**config.mk**
```make
export PLATFORM = sky130hd
export DESIGN_NAME = serial_init_tx_flat
export DESIGN_NICKNAME = d
export VERILOG_FILES = /design/src/rtl/serial_bus_pkg.sv /design/src/rtl/serial_init_tx_if.sv /design/src/rtl/serial_init_tx_piso_shifter.sv /design/src/rtl/serial_init_tx.sv /design/src/flat_wrapper.sv
export SDC_FILE = /design/constraint.sdc
export NUM_CORES = 1
export LEC_CHECK = 0
export CAP_MARGIN = 15
export CORE_UTILIZATION = 55
export DETAILED_ROUTE_END_ITERATION = 8
export DONT_BUFFER_PORTS = 1
export GPL_TIMING_DRIVEN = 0
export HOLD_SLACK_MARGIN = 0.08
export PLACE_DENSITY = 0.67
export SETUP_SLACK_MARGIN = 0.4
export SKIP_LAST_GASP = 1
export SYNTH_ARGS = -nofsm -noshare
export SYNTH_HDL_FRONTEND = slang
export SYNTH_SLANG_ARGS = --single-unit
```
**constraint.sdc**
```tcl
create_clock -name clk -period 2.4 [get_ports clk]
set_input_delay 0.36 -clock clk [delete_from_list [all_inputs] [get_ports clk]]
set_output_delay 0.36 -clock clk [all_outputs]
set_load 0.1 [all_outputs]
```
**src/rtl/serial_bus_pkg.sv**
```systemverilog
// Shared definitions for the serial bus: frame widths, bus_mode encodings,
// the initiator transmit state type and the target address map that the
// bus address decoder uses. The decoder selects a target from the top two
// address bits; sel=2'b11 has no target, so nobody acknowledges it.
package serial_bus_pkg;

  localparam int ADDR_W_DEF = 16;
  localparam int DATA_W_DEF = 8;

  localparam logic MODE_ADDR = 1'b0;
  localparam logic MODE_DATA = 1'b1;

  typedef enum logic [2:0] {
    IDLE     = 3'd0,
    ARB      = 3'd1,
    ADDR     = 3'd2,
    ACK_WAIT = 3'd3,
    DATA     = 3'd4,
    DONE     = 3'd5
  } tx_state_t;

  // Address map: target select field is addr[SEL_MSB:SEL_LSB].
  localparam int         SEL_MSB      = 15;
  localparam int         SEL_LSB      = 14;
  localparam logic [1:0] SEL_TGT1     = 2'b00;
  localparam logic [1:0] SEL_TGT2     = 2'b01;
  localparam logic [1:0] SEL_TGT3     = 2'b10;
  localparam logic [1:0] SEL_UNMAPPED = 2'b11;

  function automatic logic [1:0] addr_sel(input logic [ADDR_W_DEF-1:0] addr);
    return addr[SEL_MSB:SEL_LSB];
  endfunction

  function automatic logic addr_mapped(input logic [ADDR_W_DEF-1:0] addr);
    return addr_sel(addr) != SEL_UNMAPPED;
  endfunction

endpackage

```
**src/rtl/serial_init_tx_if.sv**
```systemverilog
// Signal bundle of the serial initiator transmitter.
// Request port handshake: a request transfers on a rising clock edge where
// req_valid && req_ready are both high; req_addr/req_wdata are sampled on
// that edge only. req_valid is ignored while req_ready is low, and the
// initiator may change or drop it freely in those cycles.
// Bus side: bus_req/bus_grant with the arbiter, serial bit stream
// (bus_data_out qualified by bus_data_out_valid, bus_mode selects address or
// data phase), target_ack from the decoder, done/err completion pulses.
// dbg_state exposes the transmit FSM state for observation.
// Modports: slave = the transmitter block, master = the initiator/environment.
interface serial_init_tx_if
  import serial_bus_pkg::*;
#(
  parameter int ADDR_W = ADDR_W_DEF,
  parameter int DATA_W = DATA_W_DEF
) ();

  logic              req_valid;
  logic              req_ready;
  logic [ADDR_W-1:0] req_addr;
  logic [DATA_W-1:0] req_wdata;
  logic              bus_req;
  logic              bus_grant;
  logic              bus_data_out;
  logic              bus_data_out_valid;
  logic              bus_mode;
  logic              target_ack;
  logic              done;
  logic              err;
  tx_state_t         dbg_state;

  modport slave (
    input  req_valid, req_addr, req_wdata, bus_grant, target_ack,
    output req_ready, bus_req, bus_data_out, bus_data_out_valid, bus_mode,
           done, err, dbg_state
  );

  modport master (
    output req_valid, req_addr, req_wdata, bus_grant, target_ack,
    input  req_ready, bus_req, bus_data_out, bus_data_out_valid, bus_mode,
           done, err, dbg_state
  );

endinterface

```
**src/rtl/serial_init_tx_piso_shifter.sv**
```systemverilog
// Parallel-in serial-out shift register, LSB first.
// Ports: clk, rst (sync, active high), load (load_data into register, has
// priority over shift), shift (move one bit towards bit 0, zero fill),
// load_data, bit_out (current LSB).
module piso_shifter #(
  parameter int WIDTH = 16
) (
  input  logic             clk,
  input  logic             rst,
  input  logic             load,
  input  logic             shift,
  input  logic [WIDTH-1:0] load_data,
  output logic             bit_out
);

  logic [WIDTH-1:0] shift_q;
  logic [WIDTH-1:0] shift_d;

  always_comb begin
    shift_d = shift_q;
    if (load) begin
      shift_d = load_data;
    end else if (shift) begin
      shift_d = {1'b0, shift_q[WIDTH-1:1]};
    end
  end

  always_ff @(posedge clk) begin
    if (rst) begin
      shift_q <= '0;
    end else begin
      shift_q <= shift_d;
    end
  end

  assign bit_out = shift_q[0];

endmodule

```
**src/rtl/serial_init_tx.sv**
```systemverilog
// Initiator-side serial transmitter. Accepts a parallel write request,
// arbitrates for the bus, shifts the address out LSB first (bus_mode=0),
// waits for a target acknowledge, then shifts the write data out LSB first
// (bus_mode=1). Aborts with an err pulse on acknowledge timeout or on loss
// of grant; signals a successful transfer with a done pulse.
// Ports: clk, rst (sync, active high), bif (serial_init_tx_if.slave: request
// port, arbiter handshake, serial output, target_ack, done/err, dbg_state).
module serial_init_tx
  import serial_bus_pkg::*;
#(
  parameter int ADDR_W      = ADDR_W_DEF,
  parameter int DATA_W      = DATA_W_DEF,
  parameter int ACK_TIMEOUT = 8
) (
  input  logic               clk,
  input  logic               rst,
  serial_init_tx_if.slave    bif
);

  localparam int SHIFT_W   = (ADDR_W > DATA_W) ? ADDR_W : DATA_W;
  localparam int BIT_CNT_W = $clog2(SHIFT_W);
  localparam int TO_CNT_W  = $clog2(ACK_TIMEOUT + 1);

  tx_state_t            state_q, state_d;
  logic [BIT_CNT_W-1:0] bit_cnt_q, bit_cnt_d;
  logic [TO_CNT_W-1:0]  to_cnt_q, to_cnt_d;
  logic [TO_CNT_W-1:0]  to_cnt_inc;
  logic [DATA_W-1:0]    wdata_q, wdata_d;

  logic               sh_load;
  logic               sh_shift;
  logic [SHIFT_W-1:0] sh_data;
  logic               sh_bit;

  logic req_ready;
  logic bus_req;
  logic data_out;
  logic data_out_valid;
  logic mode;
  logic done;
  logic err;

  // One shifter serves both phases: loaded with the address on acceptance,
  // reloaded with the held write data when the target acknowledges.
  piso_shifter #(.WIDTH(SHIFT_W)) u_shifter (
    .clk       (clk),
    .rst       (rst),
    .load      (sh_load),
    .shift     (sh_shift),
    .load_data (sh_data),
    .bit_out   (sh_bit)
  );

  assign to_cnt_inc = to_cnt_q + TO_CNT_W'(1);

  always_comb begin
    state_d        = state_q;
    bit_cnt_d      = bit_cnt_q;
    to_cnt_d       = to_cnt_q;
    wdata_d        = wdata_q;
    sh_load        = 1'b0;
    sh_shift       = 1'b0;
    sh_data        = '0;
    req_ready      = 1'b0;
    bus_req        = 1'b0;
    data_out       = 1'b0;
    data_out_valid = 1'b0;
    mode           = MODE_ADDR;
    done           = 1'b0;
    err            = 1'b0;

    case (state_q)
      IDLE: begin
        req_ready = 1'b1;
        if (bif.req_valid) begin
          sh_load = 1'b1;
          sh_data = SHIFT_W'(bif.req_addr);
          wdata_d = DATA_W'(bif.req_wdata);
          state_d = ARB;
        end
      end

      ARB: begin
        bus_req = 1'b1;
        if (bif.bus_grant) begin
          state_d = ADDR;
        end
      end

      ADDR: begin
        bus_req = 1'b1;
        if (!bif.bus_grant) begin
          err     = 1'b1;
          state_d = IDLE;
        end else begin
          data_out       = sh_bit;
          data_out_valid = 1'b1;
          sh_shift       = 1'b1;
          if (bit_cnt_q == BIT_CNT_W'(ADDR_W - 1)) begin
            state_d = ACK_WAIT;
          end else begin
            bit_cnt_d = bit_cnt_q + BIT_CNT_W'(1);
          end
        end
      end

      ACK_WAIT: begin
        bus_req = 1'b1;
        if (!bif.bus_grant) begin
          err     = 1'b1;
          state_d = IDLE;
        end else if (bif.target_ack) begin
          // An ack in the final waiting cycle still wins over the timeout.
          sh_load = 1'b1;
          sh_data = SHIFT_W'(wdata_q);
          state_d = DATA;
        end else if (to_cnt_inc == TO_CNT_W'(ACK_TIMEOUT)) begin
          err     = 1'b1;
          state_d = IDLE;
        end else begin
          to_cnt_d = to_cnt_inc;
        end
      end

      DATA: begin
        bus_req = 1'b1;
        mode    = MODE_DATA;
        if (!bif.bus_grant) begin
          err     = 1'b1;
          state_d = IDLE;
        end else begin
          data_out       = sh_bit;
          data_out_valid = 1'b1;
          sh_shift       = 1'b1;
          if (bit_cnt_q == BIT_CNT_W'(DATA_W - 1)) begin
            state_d = DONE;
          end else begin
            bit_cnt_d = bit_cnt_q + BIT_CNT_W'(1);
          end
        end
      end

      DONE: begin
        done    = 1'b1;
        state_d = IDLE;
      end

      default: begin
        state_d = IDLE;
      end
    endcase

    // Every state starts with fresh counters.
    if (state_d != state_q) begin
      bit_cnt_d = '0;
      to_cnt_d  = '0;
    end
  end

  always_ff @(posedge clk) begin
    if (rst) begin
      state_q   <= IDLE;
      bit_cnt_q <= '0;
      to_cnt_q  <= '0;
      wdata_q   <= '0;
    end else begin
      state_q   <= state_d;
      bit_cnt_q <= bit_cnt_d;
      to_cnt_q  <= to_cnt_d;
      wdata_q   <= wdata_d;
    end
  end

  assign bif.req_ready          = req_ready;
  assign bif.bus_req            = bus_req;
  assign bif.bus_data_out       = data_out;
  assign bif.bus_data_out_valid = data_out_valid;
  assign bif.bus_mode           = mode;
  assign bif.done               = done;
  assign bif.err                = err;
  assign bif.dbg_state          = state_q;

endmodule

```
**src/flat_wrapper.sv**
```systemverilog
// flat-port wrapper written by rule: the top's interface ports become plain ports
module serial_init_tx_flat import serial_bus_pkg::*;
#(
  parameter int ADDR_W      = ADDR_W_DEF,
  parameter int DATA_W      = DATA_W_DEF,
  parameter int ACK_TIMEOUT = 8
)
  (clk, rst, bif_req_valid, bif_req_addr, bif_req_wdata, bif_bus_grant, bif_target_ack, bif_req_ready, bif_bus_req, bif_bus_data_out, bif_bus_data_out_valid, bif_bus_mode, bif_done, bif_err, bif_dbg_state);
  serial_init_tx_if #(.ADDR_W(ADDR_W), .DATA_W(DATA_W)) bif_i ();
  input  logic clk;
  input  logic rst;
  input wire logic [$bits(bif_i.req_valid)-1:0] bif_req_valid;
  input wire logic [$bits(bif_i.req_addr)-1:0] bif_req_addr;
  input wire logic [$bits(bif_i.req_wdata)-1:0] bif_req_wdata;
  input wire logic [$bits(bif_i.bus_grant)-1:0] bif_bus_grant;
  input wire logic [$bits(bif_i.target_ack)-1:0] bif_target_ack;
  output wire logic [$bits(bif_i.req_ready)-1:0] bif_req_ready;
  output wire logic [$bits(bif_i.bus_req)-1:0] bif_bus_req;
  output wire logic [$bits(bif_i.bus_data_out)-1:0] bif_bus_data_out;
  output wire logic [$bits(bif_i.bus_data_out_valid)-1:0] bif_bus_data_out_valid;
  output wire logic [$bits(bif_i.bus_mode)-1:0] bif_bus_mode;
  output wire logic [$bits(bif_i.done)-1:0] bif_done;
  output wire logic [$bits(bif_i.err)-1:0] bif_err;
  output wire logic [$bits(bif_i.dbg_state)-1:0] bif_dbg_state;
  assign bif_i.req_valid = bif_req_valid;
  assign bif_i.req_addr = bif_req_addr;
  assign bif_i.req_wdata = bif_req_wdata;
  assign bif_i.bus_grant = bif_bus_grant;
  assign bif_i.target_ack = bif_target_ack;
  assign bif_req_ready = bif_i.req_ready;
  assign bif_bus_req = bif_i.bus_req;
  assign bif_bus_data_out = bif_i.bus_data_out;
  assign bif_bus_data_out_valid = bif_i.bus_data_out_valid;
  assign bif_bus_mode = bif_i.bus_mode;
  assign bif_done = bif_i.done;
  assign bif_err = bif_i.err;
  assign bif_dbg_state = bif_i.dbg_state;
  serial_init_tx #(.ADDR_W(ADDR_W), .DATA_W(DATA_W), .ACK_TIMEOUT(ACK_TIMEOUT)) u_core (.clk(clk), .rst(rst), .bif(bif_i));
endmodule
```
==> flow_metrics.py <==
metrics = {
    "final_layout": {
        "instances_no_fill": 296,
        "nets": 283,
        "layout-drive-gt1-share": 0.393,
        "syn_to_final_growth_pct": 36.9,
        "mostFrequentLayoutCell": "dfxtp_1",
        "fin_area_sq_um": 2500,
        "antennaDiodeCount": 0,
        "layout.cells.most_common_list": "dfxtp_1, nor2_1, nand2_1",
        "n_fill_cell": 217,
    },
    "global_routing": {
        "grt_usage": 0.290,
        "grt_overflow": 0,
        "grt_pass1_vias": 1697,
        "grt_max_degree": 11,
        "antenna_found_initial": 0,
        "grt_pass1_wl_um": 7770,
    },
    "setup_path": {
        "worstSetupStartpointType": "register",
        "r2r_cells": 8,
        "reg2reg_slack_ps": 80,
        "r2r_start": "u_core.bif.dbg_state[1]",
        "crit_required_ps": 2040,
        "path_class": "reg -> out",
        "cp_max_fo": 5,
        "arrival_ps": 2290,
        "regToRegEndpoint": "u_core.wdata_q[4]",
        "cp-end-kind": "output pin",
    },
    "logic_synthesis": {
        "synthMuxAreaShare": 0.00547,
        "synth_warnings": 0,
        "ys_seq_area_frac": 0.383,
        "yosysUniqueCellTypes": 47,
        "yosys.area.top_type_share": 0.383,
        "synth_ff_type": "dfxtp_1",
        "synth_compound_area_frac": 0.264,
        "synth_edf_count": 0,
        "ys_top_cells_by_area": "dfxtp_1, a211oi_1, nand2_1, nor2_1, a21oi_1",
        "synthArstFlopShare": 0,
        "synth_simple_gate_area_frac": 0.246,
        "synth_xor_area_frac": 0.0287,
        "ys_ff_latch": 35,
        "syn_area_per_cell_sq_um": 8.17,
        "yosys.area.top_type": "dfxtp_1",
        "synth_fp_nets": 255,
        "syn_area_sq_um": 1830,
        "synth_top_family_by_area": "compound AO/OA/AOI/OAI gates",
        "synthAdderAreaFrac": 0.0192,
        "synthCells": 224,
    },
    "outcome": {
        "status": "finished with violations",
        "violations": "negative setup slack",
    },
    "hold_path": {
        "holdPathStages": 2,
        "min-delay-start": "bif_req_addr[14]",
        "worstHoldEndpoint": "u_core.u_shifter.shift_q[14]",
        "hold_class": "in -> reg",
    },
    "floorplanning": {
        "rows": 20,
        "start_util": 0.590,
        "io-pin-count": 39,
        "die-area_sq_um": 3560,
        "chipWidth_um": 59.7,
        "die_y_um": 59.7,
        "core_area_sq_um": 3100,
    },
    "clock_tree": {
        "cts-hold-fix-buffers": 0,
        "cts_buffers": 5,
        "cts_sinks": 35,
        "cts-root-buf": "clkbuf_4",
        "h-tree-depth": 2,
        "clk_latency_ps": 330,
        "clkTransAtPathRegs_ps": 120,
        "clk_path_buf_depth": 2,
        "cts_tree": "yes",
    },
    "detailed_routing": {
        "antenna_left": 0,
        "drtIter0Drc": 142,
        "routed_via_density": 6.06,
        "routedWlPerCell_um": 17.5,
        "drc": 0,
        "vias": 1795,
        "drt-total-wl_um": 5180,
        "firstDrtPassIters": 4,
    },
    "pwr": {
        "leakage_nw": 0.902,
        "net-switching-power_w": 0.000439,
        "switching_share": 0.337,
        "peakVddDrop_mv": 0.483,
        "p_seq_frac": 0.511,
        "power_w": 0.00130,
        "p_clk_frac": 0.230,
        "p_int_w": 0.000862,
        "combPwrFrac": 0.259,
        "p_per_area_nw_per_um2": 520,
    },
    "sta": {
        "worst_pin_slew_ps": 1100,
        "fin_skew_ps": 17.4,
        "max_slew_margin": 0.265,
        "setup_ws_ps": -252,
        "finalMaxSlewViolations": 0,
        "clock.fmax_ghz": 0.377,
        "post-route-period-util": 1.10,
        "finalSetupViolCount": 3,
        "fin_crit_ps": 2650,
        "rsz0062_at_grt": "true",
        "final-hold-violation-count": 0,
    },
    "placed_design": {
        "gp_congestion": 0.888,
        "postPlaceCellArea_sq_um": 2030,
        "portBuffers": 0,
        "hpwlAfterDp_um": 3040,
        "placedCellCount": 268,
        "place_ws_ps": 16.0,
    },
    "flow_run": {
        "max_cap_viol_count": 0,
    },
}
state kept, by name (all words and copies together) (netlist names):
register,flops
u_core.u_shifter.shift_q,16
u_core.wdata_q,8
u_core.bit_cnt_q,4
u_core.to_cnt_q,4
u_core.bif.dbg_state,3
per-layer routing:
layer  up-vias  track usage  share of wire
li1        866            -              -
met5         -            0              0
met3        14       0.0628          0.072
met2        74        0.448           0.48
met4         0        0.106          0.015
met1       841        0.398           0.43
layout make-up:
| cell class | count | area [sq um] | share of cell area |
|---|---|---|---|
| multi-input combinational | 168 | 1290 | 0.514 |
| clock buffer | 7 | 45.0 | 0.0180 |
| inverter | 5 | 32.5 | 0.0130 |
| buffer | 16 | 169 | 0.0675 |
| tap | 44 | 55.1 | 0.0220 |
| sequential | 35 | 717 | 0.286 |
| timing repair buffer | 21 | 198 | 0.0790 |
how the worst max path moves through the flow:
stage                                 start          endpoint  slack [ps]
floorplan           u_core.bif.dbg_state[2]  bif_bus_data_out         120
detailed placement  u_core.bif.dbg_state[2]  bif_bus_data_out          20
finish              u_core.bif.dbg_state[2]  bif_bus_data_out        -250
global route        u_core.bif.dbg_state[2]  bif_bus_data_out        -300
global placement    u_core.bif.dbg_state[2]  bif_bus_data_out          30
CTS                 u_core.bif.dbg_state[2]  bif_bus_data_out        -270
power by group through the flow:
stage | clock network, W | registers, W | logic, W
after global placement | 0 | 0.000668 | 0.000235
after floorplan | 0 | 0.000664 | 0.000205
final | 0.000299 | 0.000665 | 0.000337
after global routing | 0.000321 | 0.000668 | 0.000358
after detailed placement | 0 | 0.000670 | 0.000242
after CTS | 0.000294 | 0.000657 | 0.000279
Yosys cell counts (2+ instances only):
library cell   n
xor2_1         2
nand2_1       28
xnor2_1        4
buf_4          2
and4_1         2
a21oi_1       16
a21boi_0       2
clkbuf_1      10
inv_1          4
ha_1           2
nor3_1         7
buf_2          3
nor2_1        25
dfxtp_1       35
or2_2          2
nand3_1        4
o21ai_0       16
a211oi_1      20
and2_1         2
a22oi_1        8
and3_1         2
nand2b_1       3
worst max-delay path: stages, from the launching register on:
cell        delay, ps
dfxtp_4           570
buf_8             160
xnor2_2            60
or2_4             250
buf_8             120
clkinvlp_4        370
and2_4            430
cell families after synthesis:
logic type / count (synthesis)
multiplexers: 1
AND/OR/NAND/NOR: 87
AO/OA/AOI/OAI: 71
XOR/XNOR: 6
flip-flops: 35
buffers and inverters: 21
adder cells (fa/ha/maj): 3
stage by stage:
step	utilization	TNS [ps]	hold slack, ps
2_1_floorplan	-	0	436
3_3_place_gp	0.653	0	442
3_5_place_dp	0.653	0	447
4_1_cts	0.729	-509	151
5_1_grt	0.807	-608	156
6_report	0.807	-427	159
what timing repair did:
action,in CTS,in global routing
setup endpoints to repair,39,40
gates resized for setup,26,61
buffers inserted,10,10
pin swaps,22,32
cloned,1,0
(Power assumes the default switching activity.)
